<file path="src/rtl/wavelet_readout_sched.sv">
// wavelet_readout_sched
//   Readout scheduler for the wavelet-core filterbank. On each accepted
//   sample strobe, it copies every channel's 2-bit I/Q readout codes and the
//   channel enable mask into a shadow buffer. It then walks the channels
//   once, presenting one beat per enabled channel on a valid/ready stream.
//   Strobes that arrive while a frame is still draining are dropped. Each
//   drop is counted and raises a sticky flag.
//
// Ports
//   clk_master  : master clock; all state updates on its rising edge
//   rst         : asynchronous, active-high reset
//   enable      : frame acceptance enable
//   frame_tick  : one-cycle sample strobe
//   ch_mask     : per-channel readout enable, latched at capture
//   read_out_I  : channel k I code at bits [2k+1:2k]
//   read_out_Q  : channel k Q code at bits [2k+1:2k]
//   out_valid   : beat available
//   out_ready   : consumer accepts the beat
//   out_ch      : channel index of the current beat
//   out_I/out_Q : snapshot codes of out_ch
//   out_last    : current beat is the last enabled channel of the frame
//   busy        : scheduler is in SCAN (doubles as the FSM state view)
//   frame_cnt   : accepted frames, wraps
//   drop_cnt    : dropped frames, saturates at all-ones
//   overflow    : sticky drop flag
//   clr_ovf     : clears overflow and drop_cnt (wins over a same-cycle drop)
//
// Stream handshake: a beat transfers on a rising edge where out_valid and
// out_ready are both high. out_valid is decoded from registers only and
// never depends on out_ready. While out_valid is high and out_ready is low,
// out_ch, out_I, out_Q and out_last hold their values.

module wavelet_readout_sched #(
  parameter int N_CH  = 16,
  parameter int CH_W  = 4,   // must equal $clog2(N_CH)
  parameter int CNT_W = 8
) (
  input  logic              clk_master,
  input  logic              rst,
  input  logic              enable,
  input  logic              frame_tick,
  input  logic [N_CH-1:0]   ch_mask,
  input  logic [2*N_CH-1:0] read_out_I,
  input  logic [2*N_CH-1:0] read_out_Q,
  output logic              out_valid,
  input  logic              out_ready,
  output logic [CH_W-1:0]   out_ch,
  output logic [1:0]        out_I,
  output logic [1:0]        out_Q,
  output logic              out_last,
  output logic              busy,
  output logic [CNT_W-1:0]  frame_cnt,
  output logic [CNT_W-1:0]  drop_cnt,
  output logic              overflow,
  input  logic              clr_ovf
);

  localparam logic [0:0]       ST_IDLE = 1'b0;
  localparam logic [0:0]       ST_SCAN = 1'b1;
  localparam logic [CH_W-1:0]  PTR_MAX = CH_W'(N_CH - 1);
  localparam logic [CNT_W-1:0] CNT_MAX = '1;

  // Registered state
  logic [0:0]        state_q,     state_d;
  logic [CH_W-1:0]   ptr_q,       ptr_d;
  logic [2*N_CH-1:0] snap_i_q,    snap_i_d;
  logic [2*N_CH-1:0] snap_q_q,    snap_q_d;
  logic [N_CH-1:0]   mask_q,      mask_d;
  logic [CNT_W-1:0]  frame_cnt_q, frame_cnt_d;
  logic [CNT_W-1:0]  drop_cnt_q,  drop_cnt_d;
  logic              ovf_q,       ovf_d;

  // Decode
  logic              in_scan;
  logic              cur_en;
  logic [CH_W-1:0]   last_idx;
  logic [1:0]        cur_i;
  logic [1:0]        cur_q;
  logic              beat_valid;
  logic              beat_last;
  logic              beat_hs;
  logic              final_hs;
  logic              tick_en;
  logic              accept;
  logic              drop;
  logic              advance;

  assign in_scan = (state_q == ST_SCAN);
  assign cur_en  = mask_q[ptr_q];

  // Highest set bit of the captured mask marks the frame's final beat.
  // With an empty mask this stays 0, but no beat is ever valid then.
  always_comb begin
    last_idx = '0;
    for (int k = 0; k < N_CH; k++) begin
      if (mask_q[k]) last_idx = CH_W'(k);
    end
  end

  // Select the current channel's codes from the snapshot.
  always_comb begin
    cur_i = 2'b00;
    cur_q = 2'b00;
    for (int k = 0; k < N_CH; k++) begin
      if (ptr_q == CH_W'(k)) begin
        cur_i = snap_i_q[2*k +: 2];
        cur_q = snap_q_q[2*k +: 2];
      end
    end
  end

  assign beat_valid = in_scan & cur_en;
  assign beat_last  = beat_valid & (ptr_q == last_idx);
  assign beat_hs    = beat_valid & out_ready;
  assign final_hs   = beat_hs & beat_last;

  assign tick_en = frame_tick & enable;
  // A strobe on the final handshake restarts the scan with no idle bubble.
  assign accept  = tick_en & (~in_scan | final_hs);
  assign drop    = tick_en & in_scan & ~final_hs;
  // Disabled channels cost one cycle each. Enabled channels wait for the
  // handshake.
  assign advance = in_scan & (~cur_en | beat_hs);

  always_comb begin
    state_d     = state_q;
    ptr_d       = ptr_q;
    snap_i_d    = snap_i_q;
    snap_q_d    = snap_q_q;
    mask_d      = mask_q;
    frame_cnt_d = frame_cnt_q;
    drop_cnt_d  = drop_cnt_q;
    ovf_d       = ovf_q;

    if (advance) begin
      if (ptr_q == PTR_MAX) begin
        state_d = ST_IDLE;
      end else begin
        ptr_d = ptr_q + 1'b1;
      end
    end

    // Capture overrides the end-of-scan transition to IDLE.
    if (accept) begin
      state_d     = ST_SCAN;
      ptr_d       = '0;
      snap_i_d    = read_out_I;
      snap_q_d    = read_out_Q;
      mask_d      = ch_mask;
      frame_cnt_d = frame_cnt_q + 1'b1;
    end

    if (clr_ovf) begin
      ovf_d      = 1'b0;
      drop_cnt_d = '0;
    end else if (drop) begin
      ovf_d = 1'b1;
      if (drop_cnt_q != CNT_MAX) drop_cnt_d = drop_cnt_q + 1'b1;
    end
  end

  always_ff @(posedge clk_master or posedge rst) begin
    if (rst) begin
      state_q     <= ST_IDLE;
      ptr_q       <= '0;
      snap_i_q    <= '0;
      snap_q_q    <= '0;
      mask_q      <= '0;
      frame_cnt_q <= '0;
      drop_cnt_q  <= '0;
      ovf_q       <= 1'b0;
    end else begin
      state_q     <= state_d;
      ptr_q       <= ptr_d;
      snap_i_q    <= snap_i_d;
      snap_q_q    <= snap_q_d;
      mask_q      <= mask_d;
      frame_cnt_q <= frame_cnt_d;
      drop_cnt_q  <= drop_cnt_d;
      ovf_q       <= ovf_d;
    end
  end

  assign out_valid = beat_valid;
  assign out_ch    = ptr_q;
  assign out_I     = cur_i;
  assign out_Q     = cur_q;
  assign out_last  = beat_last;
  assign busy      = in_scan;
  assign frame_cnt = frame_cnt_q;
  assign drop_cnt  = drop_cnt_q;
  assign overflow  = ovf_q;

endmodule
</file>
<file path="config.mk">
export PLATFORM = sky130hd
export DESIGN_NAME = wavelet_readout_sched
export DESIGN_NICKNAME = d
export VERILOG_FILES = /design/src/rtl/wavelet_readout_sched.sv
export SDC_FILE = /design/constraint.sdc
export NUM_CORES = 1
export LEC_CHECK = 0
export BUFFER_PORTS_ARGS = -buffer_cell sky130_fd_sc_hd__buf_2
export CORE_AREA = 2 2 98 100
export CTS_CLUSTER_DIAMETER = 60
export CTS_CLUSTER_SIZE = 28
export DETAILED_ROUTE_END_ITERATION = 8
export DIE_AREA = 0 0 100 102
export GPL_TIMING_DRIVEN = 0
export PLACE_DENSITY = 0.88
export SLEW_MARGIN = 25
export SYNTH_ARGS = -nofsm -noshare
export SYNTH_HDL_FRONTEND = slang
export SYNTH_SLANG_ARGS = --single-unit
</file>
<file path="constraint.sdc">
create_clock -name clk_master -period 11.88 [get_ports clk_master]
set_clock_uncertainty 0.15 [all_clocks]
set_input_delay 3.564 -clock clk_master [delete_from_list [all_inputs] [get_ports clk_master]]
set_output_delay 3.564 -clock clk_master [all_outputs]
set_load 0.02 [all_outputs]
</file>
======== After elaboration in Yosys (flattened, before gate mapping) ========
Cells that the tools add are included.
word-level totals
  bits in registers ....................... 102
  input port bits ......................... 86
operators by class
  $add $sub $neg .......................... 3
  order comparisons ....................... 1
  eq/ne operators ......................... 18
  muxes and demuxes ....................... 60
  bitwise logic cells ..................... 14
  reduce and logical (&&, ||, !) cells .... 8
operator list
  kind                 number
  $mux 2               33
  $mux 4               16
  $eq 4x4->1 const B   8
  $mux 8               3
  $add 8x1->8 const B  2
  $eq 4x3->1 const B   4
  $and 1x1->1          9
  $eq 4x2->1 const B   2
  $ne 8x8->1 const B   1
  $reduce_bool 2->1    4
  $mux 1               7
  $reduce_and 2->1     3
  $lt 4x5->1 const B   1
  $add 4x1->4 const B  1
  $bmux 1 s4           1
  $eq 4x1->1 const B   1
  $eq 4x4->1           1
  $logic_not 4->1      1
  $not 1->1            3
  $ne 2x2->1 const B   1
  $or 1x1->1           2

======== Logic depth before layout (Yosys ltp) ========
Gate-level depths: netlist (run 1).
  depth after elaboration ................. 22
  gate-level depth with buffers ........... 11

======== Worst setup path after synthesis (run 1) ========
OpenSTA, ideal clock, no wires.
  kind .................................... register to output
  start point ............................. reg ptr_q[1] (netlist: out_ch[1])
  end point ............................... out out_I[0]
  arrival time ............................ 2.415 ns
  slack ................................... 5.751 ns
  stages on the path, launching flop included .. 10
  buffers on the path ..................... 3
  cells stage by stage .................... dfrtp_1 -> inv_1 -> ha_1 -> clkbuf_1 -> clkbuf_1 -> clkbuf_1 -> a21oi_1 -> o21ai_0 -> a21oi_1 -> a31oi_1
on the way
  longest elaborated chain between the ends .. 17
  elaborated cells on any way between the ends .. 32
  classes of those cells .................. eq/ne: 15; mux: 16; reduce/logical: 1
RTL lines
  what                    line  RTL
  from (decl)             65    logic [CH_W-1:0] ptr_q, ptr_d;
  from (signal assigned)  174   ptr_q <= ptr_d;
  $logic_not 4->1         105   if (ptr_q == CH_W'(k)) begin
  $mux 2 (15 in a row)    105
  $mux 2 *                105
  to (decl)               48    output logic [1:0] out_I,
Every way passes the cells marked *; elsewhere a longest branch is shown, timed or not.

======== Final worst setup path (run 1) ========
  start point ............................. reg ptr_q[1] (netlist: out_ch[1])
  end point ............................... out out_Q[0]
on the way
  longest elaborated chain between the ends .. 17
  elaborated cells on any way between the ends .. 32
  classes of those cells .................. eq/ne: 15; mux: 16; reduce/logical: 1
RTL lines
  what                  line  RTL
  $logic_not 4->1       105
  $mux 2 (15 in a row)  105
  $mux 2 *              105
  to (decl)             49    output logic [1:0] out_Q,
Marks and branches as above.

==> out/qor.tcl, run 1 <==
set qor(final_max_slew_viol_count) 0
set qor(postSynthRegisterBits) 102
set qor(highest_cell_delay_on_the_worst_timing_path_ns) 0.50
set qor(die_w_um) 100
set qor(cpMaxStageDelayCell) {sky130_fd_sc_hd__clkbuf_1}
set qor(worstRegToRegCells) 9
set qor(final_design_area_no_fill_sq_um) 6250
set qor(worst_pin_slew_ns) 0.756
set qor(antenna_found_initial) 0
set qor(cp_common_cell) {sky130_fd_sc_hd__clkbuf_1}
set qor(proportion_of_synthesized_flip_flops_having_asynchronous_set_or_reset_pct) 100
set qor(yosys.cell_types.count) 57
set qor(post_synth_edffs) 0
set qor(buffer_ports.inserted) 113
set qor(antenna_left) 0
set qor(dp_hpwl_mm) 8.96
set qor(ys_seq_area_share_pct) 48.1
set qor(grt.total_usage_pct) 25.4
set qor(drtIter0Drc) 162
set qor(grt_first_pass_wirelength_mm) 20.1
set qor(cts_sinks) 102
set qor(ios) 114
set qor(grt_setup_unrepaired) {no}
set qor(post-route-period-util_pct) 62.8
set qor(rows) 35
set qor(post_cts_resized) 0
set qor(regToRegEndpoint) {snap_q_q[5]}
set qor(placeableCoreArea_sq_um) 9110
set qor(cts.htree.levels) 3
set qor(finalWeightedCongestion) 0.864
set qor(fmaxAchievable_mhz) 134
set qor(inserted_clock_buffers) 9
set qor(design.final.nets) 672
set qor(min_period_ns) 7.46
set qor(max_slew_margin_pct) 49.1
set qor(ctsHoldBuffers) 0
set qor(detailroute.via_count) 4133
set qor(drt-wirelength-per-cell_um) 17.8
set qor(timing.critical_path.to_type) {output pin}
set qor(firstDrtPassIters) 5
set qor(drcViolationCount) 0
set qor(vias_per_cell) 5.94
set qor(grt_start_max_net_pins) 71
set qor(worstPathRequired_ns) 8.17
set qor(reg2reg_from) {mask_q[15]}
set qor(grt_most_used_layer) {met2}
set qor(cp_capture_point) {out_Q[0]}
set qor(cp_data_arrival_time_ns) 3.75
set qor(slack_of_the_worst_reg_to_reg_path_ns) 8.64
set qor(fin_tns_setup_ns) 0
set qor(synth-warning-count) 0
set qor(layout-area-overhead-vs-synth_pct) 17.7
set qor(vdd_ir_drop_max_v) 0.000106
set qor(outcome) {completed}
set qor(timing.critical_path.from) {out_ch[1]}
set qor(grt.met2_usage_pct) 42.4
set qor(grt_overflow_total) 0
set qor(synthesis.instances) 455
set qor(grt_pass1_vias) 4120
set qor(clk_transition_reported_paths_ns) 0.10
set qor(dpl_cell_area_sq_um) 6050
set qor(tritoncts) {yes}
set qor(crit_path_cell_trace) {inv_1, ha_1, clkbuf_1, clkbuf_1, clkbuf_1, nand2_1, o21ai_0, nand4b_1, nand4_1, o221a_2, buf_2}
set qor(insertedDiodeCount) 0
set qor(primary_ff_master_synth) {sky130_fd_sc_hd__dfrtp_1}
set qor(share_of_cells_above_drive_strength_1_pct) 40.0
set qor(hold_viol) 0
set qor(synth_area_per_cell_sq_um) 11.7
set qor(hold_path_class) {flop to flop}
set qor(power.leakage_nw) 2.83
set qor(initial_utilization_pct) 58.3
set qor(worstSetupStartpointType) {flop}
set qor(grt_util_met3_pct) 4.38
set qor(mostFrequentLayoutCells) {sky130_fd_sc_hd__buf_2 (114), sky130_fd_sc_hd__dfrtp_1 (102), sky130_fd_sc_hd__mux2_2 (59), sky130_fd_sc_hd__nand2_1 (34), sky130_fd_sc_hd__a21oi_1 (31)}
set qor(setup-violations-final) 0
set qor(layout.cells.most_common) {sky130_fd_sc_hd__buf_2}
set qor(critPathMaxFanout) 10
set qor(mappedNetlistNets) 547
set qor(drv_cap) 0
set qor(postCtsSetupBuffers) 0
set qor(power_density_nw_per_um2) 253
set qor(clk_latency_ns) 0.37
set qor(cts_buffer_depth) 2
set qor(root_cell_of_the_clock_tree) {sky130_fd_sc_hd__clkbuf_8}
set qor(crit_type) {flop to output pin}
set qor(netlist_area_sq_um) 5310
set qor(wirelength_mm) 12.4
set qor(die-area_sq_um) 10200
set qor(die-height_um) 102
set qor(globalRouteMet1Util_pct) 33.0
## Yosys cell counts (2+ instances only)
master                     number  area [sq um]
sky130_fd_sc_hd__nand4_1        8          50.1
sky130_fd_sc_hd__mux4_2         6           135
sky130_fd_sc_hd__o211ai_1       3          22.5
sky130_fd_sc_hd__buf_12         3          60.1
sky130_fd_sc_hd__nand2b_1       7          43.8
sky130_fd_sc_hd__nand3b_1       7          52.6
sky130_fd_sc_hd__nor2_1        21          78.8
sky130_fd_sc_hd__nor2b_1       11          68.8
sky130_fd_sc_hd__nand3_1        6          30.0
sky130_fd_sc_hd__xor2_1         3          26.3
sky130_fd_sc_hd__a21oi_1       31           155
sky130_fd_sc_hd__and2_1         4          25.0
sky130_fd_sc_hd__buf_4          6          45.0
sky130_fd_sc_hd__a22oi_1        2          15.0
sky130_fd_sc_hd__nor4_1         5          31.3
sky130_fd_sc_hd__nor3_1         3          15.0
sky130_fd_sc_hd__a221oi_1       2          17.5
sky130_fd_sc_hd__dfrtp_1      102          2550
sky130_fd_sc_hd__o21ai_0       21           105
sky130_fd_sc_hd__and3_1         5          31.3
sky130_fd_sc_hd__clkbuf_1      16          60.1
sky130_fd_sc_hd__inv_1         10          37.5
sky130_fd_sc_hd__xnor2_1        9          78.8
sky130_fd_sc_hd__mux2_2        59           664
sky130_fd_sc_hd__ha_1           6          75.1
sky130_fd_sc_hd__or4_1          3          22.5
sky130_fd_sc_hd__or3_1          4          25.0
sky130_fd_sc_hd__mux2_1         4          45.0
sky130_fd_sc_hd__a211oi_1       2          15.0
sky130_fd_sc_hd__o31ai_1        3          22.5
sky130_fd_sc_hd__nand2_1       34           128
sky130_fd_sc_hd__mux2i_1        3          30.0
sky130_fd_sc_hd__o311ai_0       2          17.5
sky130_fd_sc_hd__mux2_4        20           300
sky130_fd_sc_hd__o21bai_1       2          15.0
## power by group
group | switching, W | internal, W | leakage, nW
clock | 0.000121 | 0.000105 | 0.0972
sequential | 0.000119 | 0.000501 | 1.25
combinational | 0.000381 | 0.000355 | 1.48
total | 0.000620 | 0.000960 | 2.83
## layer usage
layer / part of all wire (%) / vias to the layer above / wire [um]
met1: 41 / 1998 / 5090
met5: 0 / - / 0
met3: 7.0 / 36 / 870
li1: - / 1895 / -
met2: 49 / 204 / 6020
met4: 3.0 / 0 / 375
## registers in the layout, indices dropped and copies added (netlist names)
register / count
busy: 1
drop_cnt: 8
frame_cnt: 8
mask_q: 16
out_ch: 4
overflow: 1
snap_i_q: 32
snap_q_q: 32
## stage by stage
step                      worst slack (ns)  hold slack (ns)  instances  total power, W  util [%]
after floorplan                       5.49            0.302        455         0.00114         -
after global placement                4.45            0.311        679         0.00131      66.0
after detailed placement              5.03            0.320        680         0.00135      66.4
after CTS                             4.61            0.334        696         0.00158      68.6
after global routing                  4.36            0.354        696         0.00168      68.6
final                                 4.42            0.334        696         0.00158      68.6
## final cells by class
type / instances / area [sq um]
buffer: 30 / 205
clock buffer: 12 / 145
clock inverter: 4 / 55.1
fill: 680 / 2860
inverter: 10 / 42.5
multi-input combinational: 313 / 2510
sequential: 102 / 2550
tap: 111 / 139
timing repair buffer: 114 / 593
## how the worst min path moves through the flow
stage | startpoint | to | depth (start not counted)
floorplan | snap_q_q[6] | snap_q_q[6] | 1
global placement | frame_cnt[7] | frame_cnt[7] | 1
detailed placement | frame_cnt[7] | frame_cnt[7] | 1
CTS | frame_cnt[7] | frame_cnt[7] | 1
global route | frame_cnt[7] | frame_cnt[7] | 1
finish | frame_cnt[7] | frame_cnt[7] | 1
## kinds of logic (layout without fill, tap and decap cells)
kind of cell,after synthesis,count (layout),synth area share [%]
compound gates,82,82,9.97
xor+xnor,12,12,1.98
fa+ha+maj,6,6,1.41
buf+inv,40,170,4.57
flops,102,102,48.1
mux,92,92,22.1
simple gates,121,121,11.9
## critical path, delay by kind of cell, from the launching register on
family	cells	cell delay [ns]
AOI/OAI and AO/OA	2	0.29
and+or+nand+nor	3	0.45
adders and majority gates	1	0.34
buffers and inverters	5	1.83
DFF	1	0.48
Power figures use the tool's default switching activity.
==> run 2, diff against run 1 <==
- CORE_AREA: 2 2 98 100 -> 2 2 102 104
- DIE_AREA: 0 0 100 102 -> 0 0 104 106
- PLACE_DENSITY: 0.88 -> 0.83
- clock period: 11.88 -> 7 ns (I/O delays scaled with it)
==> run 2 against run 1 <==
  * Global-route usage down 1.8 points
  * Utilization decreased by 5.9 points
  * Flip-flop and latch count did not move
  * Largest power group unchanged
==> out/qor.tcl, run 2 (synthesis results as in run 1) <==
set qor(wirelength_mm) 12.4 ;# +0.67%
set qor(power_switching_share_pct) 39.7 ;# +0.40 points
set qor(power_density_nw_per_um2) 423 ;# +67%
set qor(grt_pass1_vias) 4079 ;# -1.0%
set qor(hold_viol) 0 ;# unchanged
set qor(grt_start_max_net_pins) 66 ;# -7.0%
set qor(mostFrequentLayoutCells) {sky130_fd_sc_hd__buf_2 (114), sky130_fd_sc_hd__dfrtp_1 (102), sky130_fd_sc_hd__mux2_2 (59), sky130_fd_sc_hd__nand2_1 (34), sky130_fd_sc_hd__a21oi_1 (31)}
set qor(timing.critical_path.to_type) {output pin}
set qor(tritoncts) {yes}
set qor(power.leakage_nw) 2.82 ;# -0.21%
set qor(ios) 114 ;# unchanged
set qor(cts.htree.levels) 3 ;# unchanged
set qor(fin_tns_setup_ns) 0 ;# unchanged
set qor(layout-area-overhead-vs-synth_pct) 18.0
set qor(outcome) {completed}
set qor(critPathMaxFanout) 10 ;# unchanged
set qor(dp_hpwl_mm) 9.13 ;# +2.0%
set qor(ctsHoldBuffers) 0 ;# unchanged
set qor(regToRegEndpoint) {snap_q_q[4]}
set qor(clk_transition_reported_paths_ns) 0.09 ;# about the same
set qor(post_cts_resized) 0 ;# unchanged
set qor(share_clk_of_total_power_pct) 13.2 ;# -1.0 points
set qor(pwr-share-seq_pct) 39.4 ;# +0.2 points
set qor(layout.cells.most_common) {sky130_fd_sc_hd__buf_2}
set qor(drv_cap) 0 ;# unchanged
set qor(final_max_slew_viol_count) 0 ;# unchanged
set qor(worstPathRequired_ns) 4.75 ;# -3.42 ns
set qor(totalPowerFinal_w) 0.00265 ;# +68%
set qor(finalWeightedCongestion) 0.941 ;# +8.9%
set qor(buffer_ports.inserted) 113 ;# unchanged
set qor(grt_overflow_total) 0 ;# unchanged
set qor(die-area_sq_um) 11000 ;# +8.1%
set qor(worstSetupStartpointType) {flop}
set qor(worst_hold_path.endpoint) {frame_cnt[7]}
set qor(clk_latency_ns) 0.39 ;# +0.02 ns
set qor(layout_top_registers) {snap_i_q x32, snap_q_q x32, mask_q x16}
set qor(antenna_found_initial) 0 ;# unchanged
set qor(fmaxAchievable_mhz) 169
set qor(min_period_ns) 5.93
set qor(worst_pin_slew_ns) 0.819 ;# +0.0623 ns
set qor(drcViolationCount) 0 ;# unchanged
set qor(max_slew_margin_pct) 44.9 ;# -4.2 points
set qor(drt-wirelength-per-cell_um) 17.3 ;# -2.8%
set qor(p_comb_share_pct) 47.3 ;# +0.7 points
set qor(root_cell_of_the_clock_tree) {sky130_fd_sc_hd__clkbuf_8}
set qor(grt.total_usage_pct) 23.5 ;# -1.8 points
set qor(antenna_left) 0 ;# unchanged
set qor(crit_type) {flop to output pin}
set qor(drtIter0Drc) 218 ;# +35%
set qor(rows) 37 ;# +5.7%
set qor(cellInternalPower_w) 0.00160 ;# +67%
set qor(slack_of_the_worst_reg_to_reg_path_ns) 3.76 ;# -4.88 ns
set qor(grt_setup_unrepaired) {no}
set qor(hold_path_startpoint) {frame_cnt[7]}
set qor(cp_data_arrival_time_ns) 3.68 ;# -0.07 ns
set qor(insertedDiodeCount) 0 ;# unchanged
set qor(worstRegToRegCells) 11 ;# +2
set qor(grt_first_pass_wirelength_mm) 20.3 ;# +0.86%
set qor(die_w_um) 104 ;# +4.0%
set qor(placeableCoreArea_sq_um) 10000 ;# +9.8%
set qor(share_of_cells_above_drive_strength_1_pct) 40.3 ;# +0.34 points
set qor(detailroute.via_count) 4034 ;# -2.4%
set qor(cts_sinks) 102 ;# unchanged
set qor(inserted_clock_buffers) 9 ;# unchanged
set qor(hold_path_class) {flop to flop}
set qor(vdd_ir_drop_max_v) 0.000196 ;# +84%
set qor(reg2reg_from) {out_ch[0]}
set qor(vias_per_cell) 5.60 ;# -5.8%
set qor(die-height_um) 106 ;# +3.9%
set qor(design.final.nets) 672 ;# unchanged
set qor(firstDrtPassIters) 4 ;# -1
set qor(post-route-period-util_pct) 84.7
set qor(cts_buffer_depth) 2 ;# unchanged
set qor(netSwitchingPower_w) 0.00105 ;# +70%
set qor(holdPathStages) 1 ;# unchanged
set qor(postCtsSetupBuffers) 0 ;# unchanged
set qor(initial_utilization_pct) 53.1 ;# -5.2 points
set qor(setup-violations-final) 0 ;# unchanged
## run 2: worst max-delay path, cell delays in order (launching register included)
cell	delay [ns]
sky130_fd_sc_hd__dfrtp_1	0.48
sky130_fd_sc_hd__inv_1	0.21
sky130_fd_sc_hd__ha_1	0.32
sky130_fd_sc_hd__clkbuf_1	0.51
sky130_fd_sc_hd__clkbuf_1	0.50
sky130_fd_sc_hd__clkbuf_1	0.44
sky130_fd_sc_hd__nand2_1	0.13
sky130_fd_sc_hd__o21ai_0	0.10
sky130_fd_sc_hd__nand4b_1	0.14
sky130_fd_sc_hd__nand4_1	0.12
sky130_fd_sc_hd__o221a_2	0.19
sky130_fd_sc_hd__buf_2	0.16
## run 2: per-stage QoR
step	cells	hold WS, ns	setup WS, ns	util [%]	instance area [sq um]
2_1_floorplan	455	0.302	2.07	-	5310
3_5_place_dp	705	0.312	1.59	60.8	6080
6_report	721	0.326	1.07	62.6	6260
4_1_cts	721	0.328	1.14	62.6	6260
5_1_grt	721	0.344	0.905	62.6	6260
3_3_place_gp	704	0.312	1.07	60.4	6040
## run 2: cell type report
class / count / area [sq um]
clock inverter: 5 / 33.8
multi-input combinational: 313 / 2510
inverter: 10 / 42.5
clock buffer: 11 / 151
tap: 136 / 170
buffer: 30 / 205
timing repair buffer: 114 / 593
sequential: 102 / 2550
fill: 838 / 3740
## run 2: how the worst max path moves through the flow
stage	start	end	slack [ns]	cells after the start
2_1_floorplan	rst	busy	2.07	1
3_3_place_gp	rst	snap_i_q[22]	1.07	2
3_5_place_dp	out_ch[1]	out_Q[0]	1.59	11
4_1_cts	out_ch[1]	out_Q[0]	1.14	11
5_1_grt	out_ch[1]	out_I[0]	0.90	10
6_report	out_ch[1]	out_Q[0]	1.07	11
## run 2: power by group through the flow
| stage | clock network, W | logic (W) | registers [W] |
|---|---|---|---|
| floorplan | 0 | 0.000915 | 0.00103 |
| global placement | 0 | 0.00120 | 0.00104 |
| detailed placement | 0 | 0.00125 | 0.00105 |
| CTS | 0.000360 | 0.00125 | 0.00104 |
| global route | 0.000387 | 0.00136 | 0.00108 |
| finish | 0.000351 | 0.00126 | 0.00105 |
## run 2: layer usage
metal  GRT usage (%)  share of wire (%)  vias up
met3            4.23                6.1       23
met2            39.8                 50      147
met1            29.9                 42     1973
met5               0                  0        -
met4            9.94                2.4        0
li1                -                  -     1891
